**config.mk**
```make
export PLATFORM = sky130hd
export DESIGN_NAME = timer_ctrl
export DESIGN_NICKNAME = d
export VERILOG_FILES = /design/src/rtl/timer_pkg.sv /design/src/rtl/tick_prescaler.sv /design/src/rtl/timer_ctrl.sv
export SDC_FILE = /design/constraint.sdc
export NUM_CORES = 1
export LEC_CHECK = 0
export BUFFER_PORTS_ARGS = -buffer_cell sky130_fd_sc_hd__buf_2
export CAP_MARGIN = 20
export CORE_MARGIN = 5
export CORE_UTILIZATION = 47
export CTS_CLUSTER_DIAMETER = 150
export CTS_CLUSTER_SIZE = 12
export DETAILED_ROUTE_END_ITERATION = 8
export PLACE_DENSITY = 0.84
export SYNTH_ARGS = -nofsm -noshare
export SYNTH_HDL_FRONTEND = slang
export SYNTH_SLANG_ARGS = --single-unit
```
**constraint.sdc**
```tcl
create_clock -name clk -period 2.65 [get_ports clk]
set_clock_uncertainty 0.1 [all_clocks]
set_input_delay 0.1325 -clock clk [delete_from_list [all_inputs] [get_ports clk]]
set_output_delay 0.1325 -clock clk [all_outputs]
set_load 0.05 [all_outputs]
```
**src/rtl/timer_pkg.sv**
```systemverilog
// timer_pkg: shared state encoding and BCD helpers for the countdown timer front-end.
package timer_pkg;
  typedef enum logic [2:0] {IDLE, LOAD, RUN, PAUSED, EXPIRED} state_e;
  localparam logic [3:0] BCD_MAX = 4'd9;
  localparam int MAX_DIGITS = 8;
  localparam int VEC_W = 4 * MAX_DIGITS;
  function automatic logic [3:0] bcd_clamp(input logic [3:0] n);
    return (n > BCD_MAX) ? BCD_MAX : n;
  endfunction
  // Full-width compare: a non-BCD nibble still reads as nonzero.
  function automatic logic bcd_all_zero(input logic [VEC_W-1:0] v);
    return v == '0;
  endfunction
endpackage

```
**src/rtl/tick_prescaler.sv**
```systemverilog
// tick_prescaler: counts enabled cycles 0..TICK_DIV-1 and flags the terminal count.
module tick_prescaler #(
  parameter int TICK_DIV = 10
) (
  input  logic clk,
  input  logic rst_n,
  input  logic enable_i,
  input  logic clr_i,
  output logic tick_o
);
  localparam int W = $clog2(TICK_DIV);
  localparam logic [W-1:0] LAST = W'(TICK_DIV - 1);
  logic [W-1:0] count_q, count_d;
  assign tick_o = enable_i && count_q == LAST;
  always_comb count_d = clr_i ? '0 : !enable_i ? count_q : tick_o ? '0 : count_q + W'(1);
  always_ff @(posedge clk or negedge rst_n)
    if (!rst_n) count_q <= '0;
    else count_q <= count_d;
endmodule

```
**src/rtl/timer_ctrl.sv**
```systemverilog
// timer_ctrl: command arbitration, state machine and strobe generation for a BCD countdown chain.
module timer_ctrl
  import timer_pkg::*;
#(
  parameter int NUM_DIGITS = 4,
  parameter int TICK_DIV   = 10
) (
  input  logic                    clk,
  input  logic                    rst_n,
  input  logic                    load_i,
  input  logic [4*NUM_DIGITS-1:0] load_value_i,
  input  logic                    start_i,
  input  logic                    stop_i,
  input  logic                    clear_i,
  input  logic [4*NUM_DIGITS-1:0] digits_bcd_i,
  output logic                    reconfig_o,
  output logic [4*NUM_DIGITS-1:0] set_digits_o,
  output logic                    decrement_o,
  output logic                    reset_timer_o,
  output logic                    running_o,
  output logic                    expired_o,
  output logic                    expired_pulse_o
);
  localparam int DW = 4 * NUM_DIGITS;
  state_e state_q, state_d;
  logic [DW-1:0] set_clamped, set_digits_q, set_digits_d;
  logic reconfig_q, reconfig_d, decrement_q, decrement_d, reset_timer_q, reset_timer_d;
  logic running_q, running_d, expired_q, expired_d, expired_pulse_q, expired_pulse_d;
  logic zero, cmd_load, cmd_stop, cmd_start, load_ok, tick;
  for (genvar g = 0; g < NUM_DIGITS; g++) begin : g_clamp
    assign set_clamped[4*g +: 4] = bcd_clamp(load_value_i[4*g +: 4]);
  end
  assign zero      = bcd_all_zero(VEC_W'(digits_bcd_i));
  assign cmd_load  = load_i && !clear_i;
  assign cmd_stop  = stop_i && !clear_i && !load_i;
  assign cmd_start = start_i && !clear_i && !load_i && !stop_i;
  assign load_ok   = cmd_load && state_q inside {IDLE, PAUSED, EXPIRED};
  // Counting pauses on zero so the terminal count is never spent on a suppressed decrement.
  tick_prescaler #(.TICK_DIV(TICK_DIV)) u_prescaler (
    .clk      (clk),
    .rst_n    (rst_n),
    .enable_i (state_q == RUN && !zero && !clear_i),
    .clr_i    (clear_i || state_q == LOAD),
    .tick_o   (tick)
  );
  always_comb begin
    state_d = state_q;
    case (state_q)
      LOAD:         state_d = IDLE;
      IDLE, PAUSED: state_d = (cmd_start && !zero) ? RUN : state_q;
      RUN:          state_d = cmd_stop ? PAUSED : zero ? EXPIRED : RUN;
      default:      state_d = state_q;
    endcase
    if (load_ok) state_d = LOAD;
    if (clear_i) state_d = IDLE;
  end
  always_comb begin
    reconfig_d      = state_d == LOAD;
    set_digits_d    = clear_i ? '0 : load_ok ? set_clamped : set_digits_q;
    decrement_d     = tick;
    reset_timer_d   = clear_i;
    running_d       = state_d == RUN;
    expired_d       = state_d == EXPIRED;
    expired_pulse_d = state_d == EXPIRED && state_q != EXPIRED;
  end
  always_ff @(posedge clk or negedge rst_n)
    if (!rst_n) begin
      state_q         <= IDLE;
      set_digits_q    <= '0;
      reconfig_q      <= 1'b0;
      decrement_q     <= 1'b0;
      reset_timer_q   <= 1'b0;
      running_q       <= 1'b0;
      expired_q       <= 1'b0;
      expired_pulse_q <= 1'b0;
    end else begin
      state_q         <= state_d;
      set_digits_q    <= set_digits_d;
      reconfig_q      <= reconfig_d;
      decrement_q     <= decrement_d;
      reset_timer_q   <= reset_timer_d;
      running_q       <= running_d;
      expired_q       <= expired_d;
      expired_pulse_q <= expired_pulse_d;
    end
  assign reconfig_o      = reconfig_q;
  assign set_digits_o    = set_digits_q;
  assign decrement_o     = decrement_q;
  assign reset_timer_o   = reset_timer_q;
  assign running_o       = running_q;
  assign expired_o       = expired_q;
  assign expired_pulse_o = expired_pulse_q;
endmodule

```
==> key figures, run 1 <==
Outcome
  • Status: complete, no violations

STA
  • Slew @ Worst Pin: 1.05 ns
  • Final setup fails: 0
  • Fin. max-slew vios: 0
  • Final Cycle Share: 86.1%
  • Crit path time final: between 2 and 2.5 ns
  • Final Hold Viols: 0
  • RSZ-0062 raised after global routing: no
  • Rel. slew slack: between 20 and 30%
  • Setup TNS: 0 ns
  • Max Freq: 0.439 GHz

Die
  • Core area: 0.00300 mm²
  • Die Span Y: approximately 66 µm
  • Chip width: 65.7 µm
  • Number of I/O pins: 60
  • Site row count: 20
  • Die ar.: 0.00432 mm²
  • Starting Density: around half

Clock network
  • Root buf cell: clkbuf_4
  • Post-CTS setup buffer count: 0
  • H-Tree Level Count: 2
  • CTS tree: built
  • CTS max path bufs: 2
  • Clock Latency Late Sink: 0.32 ns
  • Clk slew on worst S/H paths: 0.09 ns
  • Num Clock Sinks: 29
  • Total CTS buffers: 5

Worst hold path
  • Hold Path Origin: clear_i
  • Hold crit path type: primary input to register

Routing
  • Initial DRC Count: 127
  • WL met3: between 300 and 400 µm
  • Vias after detailed routing: 1418
  • Antenna viol nets, final: 0
  • WL per Instance: 13.8 µm
  • WL met2: 1750 µm
  • Max Used Layer: met4
  • Wl on met1: 1470 µm
  • Avg Vias per Cell: 5.39
  • Drt drc: 0
  • First-pass DRT Iterations: 6
  • Final wirelength: 3620 µm

Yosys
  • Mapped Area: 0.00146 mm²
  • Ys async rst share: 100%
  • Top-count cell post-synth: dfrtp_1
  • Most common library cells after synthesis: 29 x dfrtp_1, 22 x nand2_1, 18 x a21oi_1
  • Top cells by area, synth: dfrtp_1 50%, a21oi_1 6.2%, nand2_1 5.7%
  • Top_reg_cell synth: dfrtp_1
  • Avg Synthesized Cell Area: 9.54 µm²
  • Yosys warns: 0
  • Post-synthesis sequential area ratio: 49.7%
  • Synth Instances: 153
  • Syn_nets: 193
  • EDFF count, synth: 0
  • Share of the synthesized area in the top cell type: 49.7%
  • Seq cells post-synth: 29
  • Count of cell types in the netlist: 33
  • Post-synth top area cell: dfrtp_1

Finish
  • Layout Nets: 269
  • Ant. Diodes: 0
  • Reg area: just over 700 µm²
  • Largest register FFs: 16
  • Layout cell share with drive strength beyond 1: 33.5%
  • Post-Route Utilization: approximately 67%
  • Fillers: approximately 240
  • Final Instance Area: 0.00201 mm²
  • Multi-input logic area: 688 µm²
  • Synth-to-Final Area Change: 38.0%
  • Layout Cells excl Fill: between 200 and 300

Place
  • Number of port buffers: 59
  • Cells after DPL: 238
  • RePlAce Congestion: 0.855
  • Placed inst area: 0.00177 mm²
  • Dpl hpwl: 2390 µm

GRT
  • Pin count of the biggest net entering global routing: 30
  • Initial antenna violation count: 0
  • First-pass GRT wire length: between 5000 and 6000 µm
  • Gr ovfl total: 0
  • Vias in the first global route: 1344
  • Overall Global Routing Usage: 18.2%

Pwr
  • Sequential power share: roughly 47%
  • Pwr Total: 0.00101 W
  • Switching Fraction: 31.1%
  • Leakage Power: 0.962 nW
  • Peak VDD IR: between 0.3 and 0.4 mV
  • Clock network power share: ~30%
  • Pwr Density: between 500 and 600 mW/mm²
  • Internal power: between 0.0006 and 0.0007 W
  • Gate power share: 22.7%
  • P_sw: 0.000316 W

Run
  • Max_cap viols: 0

Setup path
  • CP endpoint kind: register
  • CP Class: register to register
  • CP max-delay cell: or4b_2
  • RR Startpoint: state_q[0]$_DFF_PN0_
  • Crit path cell chain: nor4b_1 -> o41ai_1 -> or4b_2 -> a31oi_1
  • Critical Path Max Stage Delay: 0.69 ns
  • Critical path's top delay family: simple AND/OR/NAND/NOR gates
  • Startpoint types: register
  • Crit path launch: state_q[0]$_DFF_PN0_
  • Crit Path Max Fanout: 13
  • Crit path DAT: 2.43 ns
  • Critical Path RT: around 2.8 ns
  • Buf/Inv on CP: 0
repair_timing:
| item | in CTS | in global routing |
|---|---|---|
| endpoints found under the hold margin | 45 | 0 |
| hold buffers | 17 | 0 |
| gates resized for setup | 0 | 0 |
cell families after synthesis:
family	share of synthesized area, %
flops	49.7
compound gates	16.6
fa+ha+maj	1.71
simple gates	28.9
buf+inv	3.09
worst paths after layout:
path | end | slack, ns | depth (start not counted)
worst min register to register | set_digits_o[10]$_DFFE_PN0P_ | 0.42 | 2
min in group asynchronous | set_digits_o[8]$_DFFE_PN0P_ | 0.26 | 2
worst min-delay path | reset_timer_o$_DFF_PN0_ | 0.06 | 1
worst max-delay path | u_prescaler.count_q[3]$_DFFE_PN0P_ | 0.37 | 4
worst max register to register | u_prescaler.count_q[3]$_DFFE_PN0P_ | 0.37 | 4
max in group asynchronous | state_q[0]$_DFF_PN0_ | 1.77 | 2
metal layers:
metal | global-route usage, % | up-vias
met5 | 0 | -
met4 | 6.22 | 0
met3 | 7.18 | 6
met2 | 29.8 | 56
met1 | 21.5 | 644
li1 | - | 712
cell type report:
| type | instances | area share [%] |
|---|---|---|
| clock buffers | 7 | 3.23 |
| clock inverters | 1 | 0.249 |
| inverters | 4 | 0.746 |
| multi-input cells | 112 | 34.2 |
| flip-flops and latches | 29 | 36.0 |
| well taps | 33 | 2.05 |
| repair buffers | 77 | 23.5 |
cells in the final DEF, fill, tap and decap left out, types with 3 or more instances in the layout:
cell type,synthesis,final
a21oi_1,18,18
a31oi_1,3,3
buf_2,0,59
clkbuf_4,0,5
dfrtp_1,29,29
dlygate4sd3_1,0,17
inv_1,4,4
nand2_1,22,22
nand3b_1,8,8
nor2_1,8,8
nor3_1,11,11
o21a_1,5,5
or4_4,4,4
power by group through the flow:
stage	Sequential (W)	Clock [W]	Combinational (W)
finish	0.000480	0.000304	0.000231
global route	0.000483	0.000343	0.000250
CTS	0.000479	0.000317	0.000230
detailed placement	0.000488	0	0.000211
global placement	0.000488	0	0.000209
floorplan	0.000549	0	0.0000752
per-stage QoR:
stage	hold slack (ns)	worst slack, ns
finish	0.0620	0.370
global route	0.0477	0.160
CTS	0.0405	0.352
detailed placement	0.0952	0.360
global placement	0.0908	0.490
floorplan	-0.263	0.612
(Power assumes the default switching activity.)
==> run 2: changes to the inputs <==
--- a/config.mk
+++ b/config.mk
@@ -13,6 +13,7 @@
 export CTS_CLUSTER_SIZE = 12
 export DETAILED_ROUTE_END_ITERATION = 8
 export PLACE_DENSITY = 0.84
+export RECOVER_POWER = 25
 export SYNTH_ARGS = -nofsm -noshare
 export SYNTH_HDL_FRONTEND = slang
 export SYNTH_SLANG_ARGS = --single-unit
==> key figures, run 2 (synthesis results as in run 1) <==
STA
  • RSZ-0062 raised after global routing: no
  • Max Freq: between 0.4 and 0.5 GHz
  • Rel. slew slack: -3.74%
  • Slew @ Worst Pin: 1.56 ns
  • Final setup fails: 0
  • Setup TNS: 0 ns
  • Final Cycle Share: 86.1%
  • Final Hold Viols: 0
  • Crit path time final: 2.28 ns
  • Fin. max-slew vios: 30

Routing
  • Antenna viol nets, final: 0
  • Vias after detailed routing: 1418
  • Initial DRC Count: 126
  • Drt drc: 0
  • WL per Instance: 13.8 µm
  • Final wirelength: 3620 µm
  • Avg Vias per Cell: 5.39
  • First-pass DRT Iterations: 4

Setup path
  • Crit Path Max Fanout: 13
  • CP endpoint kind: register
  • Critical Path RT: ~2.8 ns
  • Crit path DAT: ~2.4 ns
  • Path depth of the worst reg2reg path: 4
  • Startpoint types: register
  • CP Class: register to register

Place
  • Placed inst area: 0.00177 mm²
  • Dpl hpwl: 2390 µm
  • RePlAce Congestion: 0.855
  • Number of port buffers: 59

Finish
  • Commonest non-fill, non-tap cell in the layout: buf_2
  • Most frequent cells in the layout: 57 x buf_2, 29 x dfrtp_1, 22 x nand2_1
  • Synth-to-Final Area Change: 37.8%
  • Largest register FFs: 16
  • Layout Nets: 269
  • Fillers: 243
  • Multi-input logic area: 688 µm²
  • Layout cell share with drive strength beyond 1: 32.6%
  • Final Instance Area: slightly above 0.002 mm²
  • Reg area: 726 µm²
  • Ant. Diodes: 0

Clock network
  • Resized Gates After CTS: 0
  • CTS tree: built
  • Post-CTS setup buffer count: 0
  • Hold_buf cts: 17
  • CTS max path bufs: 2
  • Clock Latency Late Sink: 0.32 ns
  • Clk slew on worst S/H paths: 0.09 ns
  • Num Clock Sinks: 29
  • H-Tree Level Count: 2
  • Root buf cell: clkbuf_4
  • Total CTS buffers: 5

Die
  • Number of I/O pins: 60
  • Site row count: 20
  • Starting Density: 48.6%
  • Die ar.: about 0.0043 mm²
  • Core area: 0.00300 mm²
  • Chip width: 65.7 µm
  • Die Span Y: around 66 µm

GRT
  • Vias in the first global route: 1344
  • First-pass GRT wire length: 5990 µm
  • Overall Global Routing Usage: 18.2%
  • Gr ovfl total: 0
  • Initial antenna violation count: 0
  • Pin count of the biggest net entering global routing: 30

Pwr
  • P_sw: 0.000315 W
  • Internal power: 0.000699 W
  • Gate power share: 22.7%
  • Sequential power share: 47.3%
  • Peak VDD IR: 0.301 mV
  • Pwr Total: about 0.0010 W
  • Leakage Power: 0.957 nW
  • Clock network power share: 29.9%
  • Switching Fraction: 31.1%
  • Pwr Density: 504 mW/mm²

Outcome
  • Status: finished with violations
  • Failing checks: capacitance limit, slew limit

Worst hold path
  • Hold crit path type: primary input to register
  • Worst hold path stage count: 4

Run
  • Max_cap viols: 1
run 2: cell count changes in the layout (fill, tap and decap cells not counted), sizes merged:
cell	before	now
clkbuf	7	9
buf	60	58
run 2: layout make-up:
| cell class | count | share of cell area, % |
|---|---|---|
| clock buffer | 7 | 3.24 |
| clock inverter | 1 | 0.249 |
| inverter | 4 | 0.747 |
| multi-input combinational | 112 | 34.2 |
| sequential | 29 | 36.1 |
| tap | 33 | 2.05 |
| timing repair buffer | 77 | 23.4 |
run 2: final timing paths:
kind | startpoint | endpoint | slack [ns]
max | state_q[0]$_DFF_PN0_ | u_prescaler.count_q[3]$_DFFE_PN0P_ | 0.37
min | digits_bcd_i[6] | decrement_o$_DFF_PN0_ | 0.22
max reg2reg | state_q[0]$_DFF_PN0_ | u_prescaler.count_q[3]$_DFFE_PN0P_ | 0.37
min reg2reg | set_digits_o[10]$_DFFE_PN0P_ | set_digits_o[10]$_DFFE_PN0P_ | 0.42
max in group asynchronous | rst_n | state_q[0]$_DFF_PN0_ | 0.92
min in group asynchronous | rst_n | set_digits_o[8]$_DFFE_PN0P_ | 0.62
run 2: through the flow:
stage / utilization [%] / setup slack, ns / cells / hold WS, ns
after global placement: 59.0 / 0.490 / 238 / 0.0908
after CTS: 67.0 / 0.352 / 263 / 0.0405
after detailed placement: 59.0 / 0.360 / 238 / 0.0952
after global routing: 67.0 / 0.156 / 263 / 0.222
final: 67.0 / 0.367 / 263 / 0.220
after floorplan: - / 0.612 / 153 / -0.263
run 2: per-layer routing:
| metal | share of wire [%] | track usage [%] | routed length, µm | vias up |
|---|---|---|---|---|
| met5 | 0 | 0 | 0 | - |
| met4 | 1.5 | 6.22 | 56 | 0 |
| met3 | 9.9 | 7.18 | 358 | 6 |
| met2 | 48 | 29.8 | 1740 | 60 |
| met1 | 40 | 21.5 | 1460 | 640 |
| li1 | - | - | - | 712 |
run 2: power by group through the flow:
stage,logic [W],registers (W),clock network (W)
final,0.000231,0.000480,0.000304
after global routing,0.000249,0.000483,0.000343
after CTS,0.000230,0.000479,0.000317
after detailed placement,0.000211,0.000488,0
after global placement,0.000209,0.000488,0
after floorplan,0.0000752,0.000549,0
run 2: critical path, stage by stage (launching register included):
cell and delay (ns):
dfrtp_1 0.51, nor4b_1 0.43, o41ai_1 0.29, or4b_2 0.70, a31oi_1 0.19
==> run 3: changes to the inputs <==
--- a/config.mk
+++ b/config.mk
@@ -8,11 +8,12 @@
 export BUFFER_PORTS_ARGS = -buffer_cell sky130_fd_sc_hd__buf_2
 export CAP_MARGIN = 20
 export CORE_MARGIN = 5
-export CORE_UTILIZATION = 47
+export CORE_UTILIZATION = 40
+export CTS_BUF_LIST = sky130_fd_sc_hd__clkbuf_4
 export CTS_CLUSTER_DIAMETER = 150
 export CTS_CLUSTER_SIZE = 12
 export DETAILED_ROUTE_END_ITERATION = 8
-export PLACE_DENSITY = 0.84
+export PLACE_DENSITY_LB_ADDON = 0.25
 export RECOVER_POWER = 25
 export SYNTH_ARGS = -nofsm -noshare
 export SYNTH_HDL_FRONTEND = slang
==> key figures, run 3 (synthesis results as in run 1) <==
Pwr
  • Sequential power share: 49.4%
  • P_sw: approximately 0.00031 W
  • Peak VDD IR: 0.184 mV
  • Gate power share: approximately a quarter
  • Clock network power share: 25.9%
  • Switching Fraction: 32.0%
  • Leakage Power: approximately 0.95 nW
  • Internal power: around 0.00065 W
  • Pwr Density: 476 mW/mm²

Setup path
  • Critical R2R Capture: u_prescaler.count_q[3]$_DFFE_PN0P_
  • RR Startpoint: state_q[2]$_DFF_PN0_
  • Path depth of the worst reg2reg path: 5
  • CP endpoint kind: register
  • R2R setup slack: ~0.47 ns
  • Critical Path Max Stage Delay: 0.63 ns
  • Startpoint types: register
  • Crit Path Max Fanout: 9
  • Critical Path RT: 2.80 ns
  • CP Class: register to register
  • Crit path cell chain: nor4b_1 -> o41ai_1 -> buf_4 -> or4b_2 -> a31oi_1
  • Critical path's top delay family: simple AND/OR/NAND/NOR gates
  • Buf/Inv on CP: 1
  • Crit path DAT: 2.33 ns
  • CP max-delay cell: or4b_2

Outcome
  • Failing checks: capacitance limit, slew limit
  • Status: finished with violations

Die
  • Number of I/O pins: 60
  • Site row count: 22
  • Die ar.: between 0.004 and 0.005 mm²
  • Starting Density: 40.5%
  • Die Span Y: 70.4 µm
  • Core area: 0.00361 mm²
  • Chip width: 70.4 µm

Finish
  • Commonest non-fill, non-tap cell in the layout: buf_2
  • Ant. Diodes: 0
  • Synth-to-Final Area Change: 38.7%
  • Most frequent cells in the layout: 57 x buf_2, 29 x dfrtp_1, 22 x nand2_1
  • Final Instance Area: 0.00202 mm²
  • Fillers: roughly 340
  • Largest register FFs: 16
  • Layout cell share with drive strength beyond 1: 32.5%
  • Layout Cells excl Fill: 279
  • Layout Nets: 271

Clock network
  • Num Clock Sinks: 29
  • Resized Gates After CTS: 0
  • CTS tree: built
  • Hold_buf cts: 17
  • CTS max path bufs: 2
  • Total CTS buffers: 5
  • Clk slew on worst S/H paths: around 0.09 ns
  • Clock Latency Late Sink: around 0.32 ns
  • Root buf cell: clkbuf_4
  • Post-CTS setup buffer count: 0
  • H-Tree Level Count: 2

Routing
  • Final wirelength: 3630 µm
  • WL per Instance: 13.0 µm
  • Vias after detailed routing: 1427
  • Drt drc: 0
  • Antenna viol nets, final: 0
  • Avg Vias per Cell: about 5.1
  • First-pass DRT Iterations: 4
  • Initial DRC Count: 57

Worst hold path
  • Worst hold path stage count: 4
  • Hold crit path type: primary input to register
  • Hold Path End: decrement_o$_DFF_PN0_
  • Hold Path Origin: digits_bcd_i[14]

Place
  • Dpl hpwl: around 2400 µm
  • RePlAce Congestion: 0.778
  • Cells after DPL: between 200 and 300
  • Number of port buffers: between 50 and 60
  • Placed inst area: about 0.0018 mm²

GRT
  • Pin count of the biggest net entering global routing: 30
  • Vias in the first global route: 1411
  • Initial antenna violation count: 0
  • Gr ovfl total: 0
  • First-pass GRT wire length: between 6000 and 7000 µm
  • Overall Global Routing Usage: 16.0%

STA
  • Crit path time final: approximately 2.2 ns
  • Max Freq: roughly 0.46 GHz
  • Slew @ Worst Pin: 1.53 ns
  • Rel. slew slack: -2.31%
  • RSZ-0062 raised after global routing: no
  • Final Hold Viols: 0
  • Final setup fails: 0
  • Setup TNS: 0 ns
  • Final Cycle Share: 82.2%
  • Fin. max-slew vios: 30

Run
  • Max_cap viols: 1
## run 3: area by class of cell
cell class,instances,area [µm²],area share [%]
Sequential cell,29,726,35.9
Multi-Input combinational cell,112,688,34.0
Timing Repair Buffer,79,485,24.0
Tap cell,48,60.1,2.97
Clock buffer,6,45.0,2.23
Inverter,4,15.0,0.742
Clock inverter,1,3.75,0.186
## run 3: metal layers
metal  up-vias  track usage (%)  part of all wire, %
li1        715                -                    -
met1       645             19.3                   42
met2        62             26.0                   48
met3         5             4.89                  8.6
met4         0             7.02                  1.6
met5         -                0                    0
## run 3: worst max-delay path by stage
stage                                          to  depth (start not counted)            startpoint  slack, ns
2_1_floorplan  u_prescaler.count_q[3]$_DFFE_PN0P_                          5  state_q[2]$_DFF_PN0_       0.61
3_3_place_gp   u_prescaler.count_q[3]$_DFFE_PN0P_                          5  state_q[2]$_DFF_PN0_       0.54
3_5_place_dp   u_prescaler.count_q[3]$_DFFE_PN0P_                          5  state_q[2]$_DFF_PN0_       0.47
4_1_cts        u_prescaler.count_q[3]$_DFFE_PN0P_                          5  state_q[2]$_DFF_PN0_       0.46
5_1_grt        u_prescaler.count_q[3]$_DFFE_PN0P_                          5  state_q[1]$_DFF_PN0_       0.34
6_report       u_prescaler.count_q[3]$_DFFE_PN0P_                          5  state_q[2]$_DFF_PN0_       0.47
## run 3: through the flow
step	setup WS [ns]	power, W	utilization [%]	hold slack (ns)
final	0.472	0.000962	56.1	0.225
after global routing	0.339	0.00102	56.1	0.218
after CTS	0.460	0.000980	56.2	0.0442
after detailed placement	0.470	0.000704	50.1	0.0930
after global placement	0.543	0.000702	50.1	0.0967
after floorplan	0.612	0.000624	-	-0.263
## run 3: worst min-delay path, cell delays in order
cell and delay (ns):
buf_2 0.07, or4_4 0.11, or4_4 0.13, and3_2 0.16
## run 3: power by group through the flow
stage / clock (W) / combinational, W / sequential (W)
2_1_floorplan: 0 / 0.0000752 / 0.000549
3_3_place_gp: 0 / 0.000219 / 0.000483
3_5_place_dp: 0 / 0.000220 / 0.000484
4_1_cts: 0.000266 / 0.000239 / 0.000475
5_1_grt: 0.000281 / 0.000260 / 0.000479
6_report: 0.000249 / 0.000238 / 0.000475
